===== src/rtl/mem_ctrl.sv =====
// Byte-serial memory controller: arbitrates a 32-bit fetch port and a 1/2/4-byte
// data port onto an 8-bit synchronous RAM with one cycle of read latency.
module mem_ctrl #(
    parameter int ADDR_USED = 18
) (
    input  logic        clk,
    input  logic        rst,
    input  logic        rdy,
    input  logic        if_req_i,
    input  logic [31:0] if_addr_i,
    output logic        if_ack_o,
    output logic [31:0] if_data_o,
    input  logic        mem_req_i,
    input  logic        mem_we_i,
    input  logic [1:0]  mem_len_i,
    input  logic [31:0] mem_addr_i,
    input  logic [31:0] mem_wdata_i,
    output logic        mem_ack_o,
    output logic [31:0] mem_rdata_o,
    output logic        busy_o,
    input  logic [7:0]  ram_din_i,
    output logic [7:0]  ram_dout_o,
    output logic [31:0] ram_a_o,
    output logic        ram_wr_o
);

    typedef enum logic [1:0] {IDLE, RD, WR, DONE} state_t;

    localparam logic [31:0] ADDR_MASK =
        (ADDR_USED >= 32) ? 32'hFFFF_FFFF : ((32'd1 << ADDR_USED) - 32'd1);

    state_t      state;
    logic        is_fetch;
    logic [31:0] addr_q;
    logic [31:0] wdata_q;
    logic [31:0] data_q;
    logic [2:0]  len_q;
    logic [2:0]  step;
    logic        wr_q;

    logic [31:0] next_a;
    logic [1:0]  next_idx;
    logic [1:0]  cap_idx;
    logic [31:0] data_merged;

    function automatic logic [2:0] byte_count(input logic [1:0] len);
        case (len)
            2'd0:    byte_count = 3'd1;
            2'd1:    byte_count = 3'd2;
            default: byte_count = 3'd4;
        endcase
    endfunction

    assign next_a   = (addr_q + 32'(step) + 32'd1) & ADDR_MASK;
    assign next_idx = step[1:0] + 2'd1;
    assign cap_idx  = step[1:0] - 2'd1;

    // The strobe is gated by rdy so a stalled write cycle never reaches the RAM.
    assign ram_wr_o = wr_q & rdy;

    // In RD, step counts cycles since entry; the byte addressed in step s-1 arrives in step s.
    always_comb begin
        data_merged = data_q;
        if (step != 3'd0)
            data_merged[8*cap_idx +: 8] = ram_din_i;
    end

    always_ff @(posedge clk or posedge rst) begin
        if (rst) begin
            state       <= IDLE;
            is_fetch    <= 1'b0;
            addr_q      <= '0;
            wdata_q     <= '0;
            data_q      <= '0;
            len_q       <= '0;
            step        <= '0;
            wr_q        <= 1'b0;
            if_ack_o    <= 1'b0;
            if_data_o   <= '0;
            mem_ack_o   <= 1'b0;
            mem_rdata_o <= '0;
            busy_o      <= 1'b0;
            ram_dout_o  <= '0;
            ram_a_o     <= '0;
        end else if (rdy) begin
            case (state)
                IDLE: begin
                    step   <= '0;
                    data_q <= '0;
                    if (mem_req_i) begin
                        is_fetch <= 1'b0;
                        addr_q   <= mem_addr_i;
                        wdata_q  <= mem_wdata_i;
                        len_q    <= byte_count(mem_len_i);
                        ram_a_o  <= mem_addr_i & ADDR_MASK;
                        busy_o   <= 1'b1;
                        if (mem_we_i) begin
                            state      <= WR;
                            ram_dout_o <= mem_wdata_i[7:0];
                            wr_q       <= 1'b1;
                        end else begin
                            state <= RD;
                        end
                    end else if (if_req_i) begin
                        is_fetch <= 1'b1;
                        addr_q   <= if_addr_i;
                        len_q    <= 3'd4;
                        ram_a_o  <= if_addr_i & ADDR_MASK;
                        busy_o   <= 1'b1;
                        state    <= RD;
                    end
                end
                RD: begin
                    data_q <= data_merged;
                    if (step == len_q) begin
                        state   <= DONE;
                        ram_a_o <= '0;
                        if (is_fetch) begin
                            if_ack_o  <= 1'b1;
                            if_data_o <= data_merged;
                        end else begin
                            mem_ack_o   <= 1'b1;
                            mem_rdata_o <= data_merged;
                        end
                    end else begin
                        step    <= step + 3'd1;
                        ram_a_o <= ((step + 3'd1) < len_q) ? next_a : 32'd0;
                    end
                end
                WR: begin
                    if ((step + 3'd1) < len_q) begin
                        step       <= step + 3'd1;
                        ram_a_o    <= next_a;
                        ram_dout_o <= wdata_q[8*next_idx +: 8];
                    end else begin
                        state      <= DONE;
                        ram_a_o    <= '0;
                        ram_dout_o <= '0;
                        wr_q       <= 1'b0;
                        mem_ack_o  <= 1'b1;
                    end
                end
                DONE: begin
                    state       <= IDLE;
                    if_ack_o    <= 1'b0;
                    if_data_o   <= '0;
                    mem_ack_o   <= 1'b0;
                    mem_rdata_o <= '0;
                    busy_o      <= 1'b0;
                end
                default: state <= IDLE;
            endcase
        end
    end

endmodule

===== config.mk =====
export PLATFORM = sky130hd
export DESIGN_NAME = mem_ctrl
export DESIGN_NICKNAME = d
export VERILOG_FILES = /design/src/rtl/mem_ctrl.sv
export SDC_FILE = /design/constraint.sdc
export NUM_CORES = 1
export LEC_CHECK = 0
export ABC_AREA = 0
export ABC_CLOCK_PERIOD_IN_PS = 15900
export CORE_ASPECT_RATIO = 1.5
export CORE_MARGIN = 2
export CORE_UTILIZATION = 54
export CTS_CLUSTER_SIZE = 24
export DETAILED_ROUTE_END_ITERATION = 10
export HOLD_SLACK_MARGIN = 0.08
export PLACE_DENSITY = 0.87
export RECOVER_POWER = 25
export SYNTH_ARGS = -nofsm -noshare
export SYNTH_HDL_FRONTEND = slang
export SYNTH_SLANG_ARGS = --single-unit

===== constraint.sdc =====
create_clock -name clk -period 15.9 [get_ports clk]
set_input_delay 2.385 -clock clk [delete_from_list [all_inputs] [get_ports clk]]
set_output_delay 2.385 -clock clk [all_outputs]
set_load 0.01 [all_outputs]

==> metrics <==
Post-synth EDFFs=0; critical setup path kind=input port to primary output; # clock sinks=185; share of cells above drive strength 1=16.0%; Die X=108 um; asr flop ratio synth=100%; DRC=0; Worst Setup SP=rdy; Logic pwr share=around two fifths; DRT iter0 DRCs=452; Yosys cell types=between 40 and 50; vias in the first global route=6471; Placement Cell Area=0.0106 mm^2; crit path capture type=primary output; Int Pwr=1.20 mW; largest net degree at the start of global routing=117; Yosys Warn Count=0; Max Slew Vio Count=117; FP Rows=57; VDD IR-drop max=86.7 uV; Area growth, synth to finish=26.2%; worst reg2reg startpoint=step[0]; CP Max Fanout=21; FF+latch area=0.00463 mm^2; routed len/inst=18.0 um; RSZ-0062 raised after global routing=false; hold_buf cts=0; Initial Util=between 50% and 60%; top cells by area in the synthesized netlist=dfrtp_1 (53%), mux2_2 (12%), a22oi_1 (3.4%), a22o_1 (3.3%), o21ai_0 (3.2%); die height=around 160 um; Worst EP arrival=4.15 ns; clk_lat worst skew=0.42 ns; GRT Util Overall=23.8%; Yosys reg bits=~190; failing checks=capacitance limit, slew limit; post-CTS setup buffers=0; Power Total=1.88 mW; dpl ws=9.44 ns; Final Hold Vio Count=0; routed vias=6446; first-pass GRT wire length=32.7 mm; post-synthesis sequential area ratio=between 50% and 60%; initial antenna violation count=1; area leader, netlist=dfrtp_1; Post-Layout Cell Count=between 1000 and 1500; post-CTS resize count=0; P_sw=680 uW; switching part of the total=36.2%; H-tree depth=4; post-route cell area=0.0111 mm^2; Final #Nets=1036; status=finished, violations left; I/O Buffers=177; die area=0.0174 mm^2; P_leak=slightly above 5 nW; Reg power frac=between 30% and 40%; setup TNS=0 ns; f_max=153 MHz; clk slew on worst S/H paths=0.07 ns; setup ws final=9.36 ns; Power per Cell Area=between 150 and 200 mW/mm^2; Worst EP required=13.52 ns; grt total ovfl=0; CTS Buffer Depth=2; placed cells=1094; crit path to=ram_wr_o; area of the multi-input gates=around 0.0038 mm^2; Cells after Synth=756; routed wire length=around 20 mm; CTS tree=yes; core area=about 0.016 mm^2; CP startpoint kind=input port; Final Cycle Share=roughly two fifths; HP Class=flop to flop; Final Util=69.2%; Relative slew margins=-237%; FF-to-FF End=ram_a_o[13]; IO Count=220; Post-Syn Area=0.00880 mm^2; routability cong.=0.804; Worst Max-Slew Pin Slew=between 5 and 6 ns; most instantiated cells after synthesis=dfrtp_1 (185), mux2_2 (97), nor2_1 (67), o21ai_0 (56), nand2_1 (43); Post-DRT Antenna Nets=0; Avg Synthesized Cell Area=11.6 um^2; CTS Buf Count=17; hold slack=0.485 ns; R2R cell count=8; Yosys top cell area share=52.6%; predominant post-synthesis flop cell=dfrtp_1; vias per inst=5.72; Layout fillers=1233; Detailed Routing Iterations Pass 1=5; clock root cell=clkbuf_16; Layout Skew=0.0126 ns; top-count cell post-synth=dfrtp_1; DP HPWL=approximately 14 mm; clock group share of total power=21.3%; Final setup viols=0; max-cap viol count=1; R2R Setup Slk=12.27 ns; post-route minimum period=6.54 ns
[metal layers]
| metal | GRT usage, % | part of all wire, % |
|---|---|---|
| met5 | 0 | 0 |
| met4 | 7.46 | 1.4 |
| met3 | 3.53 | 4.4 |
| met2 | 43.4 | 56 |
| met1 | 28.7 | 38 |
[kinds of logic after synthesis]
group	synth area share (%)
AO/OA/AOI/OAI	12.8
XOR/XNOR	1.89
adder cells (fa/ha/maj)	2.50
buffers and inverters	4.79
flip-flops	52.6
multiplexers	17.1
other	0.0426
AND/OR/NAND/NOR	8.29
[worst min path at each step]
stage	startpoint	to	slack (ns)	cells past startpoint
2_1_floorplan	addr_q[0]	addr_q[0]	0.45	2
3_3_place_gp	ram_dout_o[5]	ram_dout_o[5]	0.46	2
3_5_place_dp	ram_dout_o[4]	ram_dout_o[4]	0.48	2
4_1_cts	ram_dout_o[4]	ram_dout_o[4]	0.49	2
5_1_grt	data_q[16]	data_q[16]	0.51	1
6_report	ram_dout_o[4]	ram_dout_o[4]	0.49	2
[sequential cells by signal (all words and copies together), names as in the netlist, 3 cells and up]
signal       cells
data_q          32
if_data_o       32
mem_rdata_o     32
wdata_q         32
addr_q          18
ram_a_o         18
ram_dout_o       8
len_q            3
step             3
[cell usage in the layout, fill, tap and decap left out, types with 4 or more instances in the layout]
cell type	n
and3_1	13
nor2_1	67
inv_6	4
nor2b_1	4
dfrtp_1	185
a22o_1	33
inv_1	11
a21oi_1	22
conb_1	14
mux4_2	8
buf_4	6
nand2_1	43
xor2_1	18
o21ai_0	56
mux2i_1	23
a22oi_1	40
ha_1	16
mux2_2	97
clkbuf_16	17
o21ai_1	4
clkdlybuf4s50_1	175
nand3_1	12
nand2b_1	4
[worst max-delay path: stages]
cell and delay [ns]:
dlygate4sd3_1 0.98, and2_1 0.22, clkdlybuf4s50_1 0.57
[power groups by stage]
stage,clock (mW),sequential (mW),combinational [mW]
final,0.401,0.730,0.749
after global placement,0,0.729,0.726
after floorplan,0,0.738,0.469
after CTS,0.407,0.731,0.752
after detailed placement,0,0.739,0.749
after global routing,0.425,0.751,0.817
[area by class of cell]
type | instances | share of cell area [%]
antenna | 1 | 0.0225
sequential | 185 | 41.7
timing repair buffer | 183 | 16.4
multi-input combinational | 507 | 34.2
clock buffer | 20 | 4.02
inverter | 13 | 0.451
tap | 206 | 2.32
clock inverter | 12 | 0.946
Power figures use the tool's default switching activity.
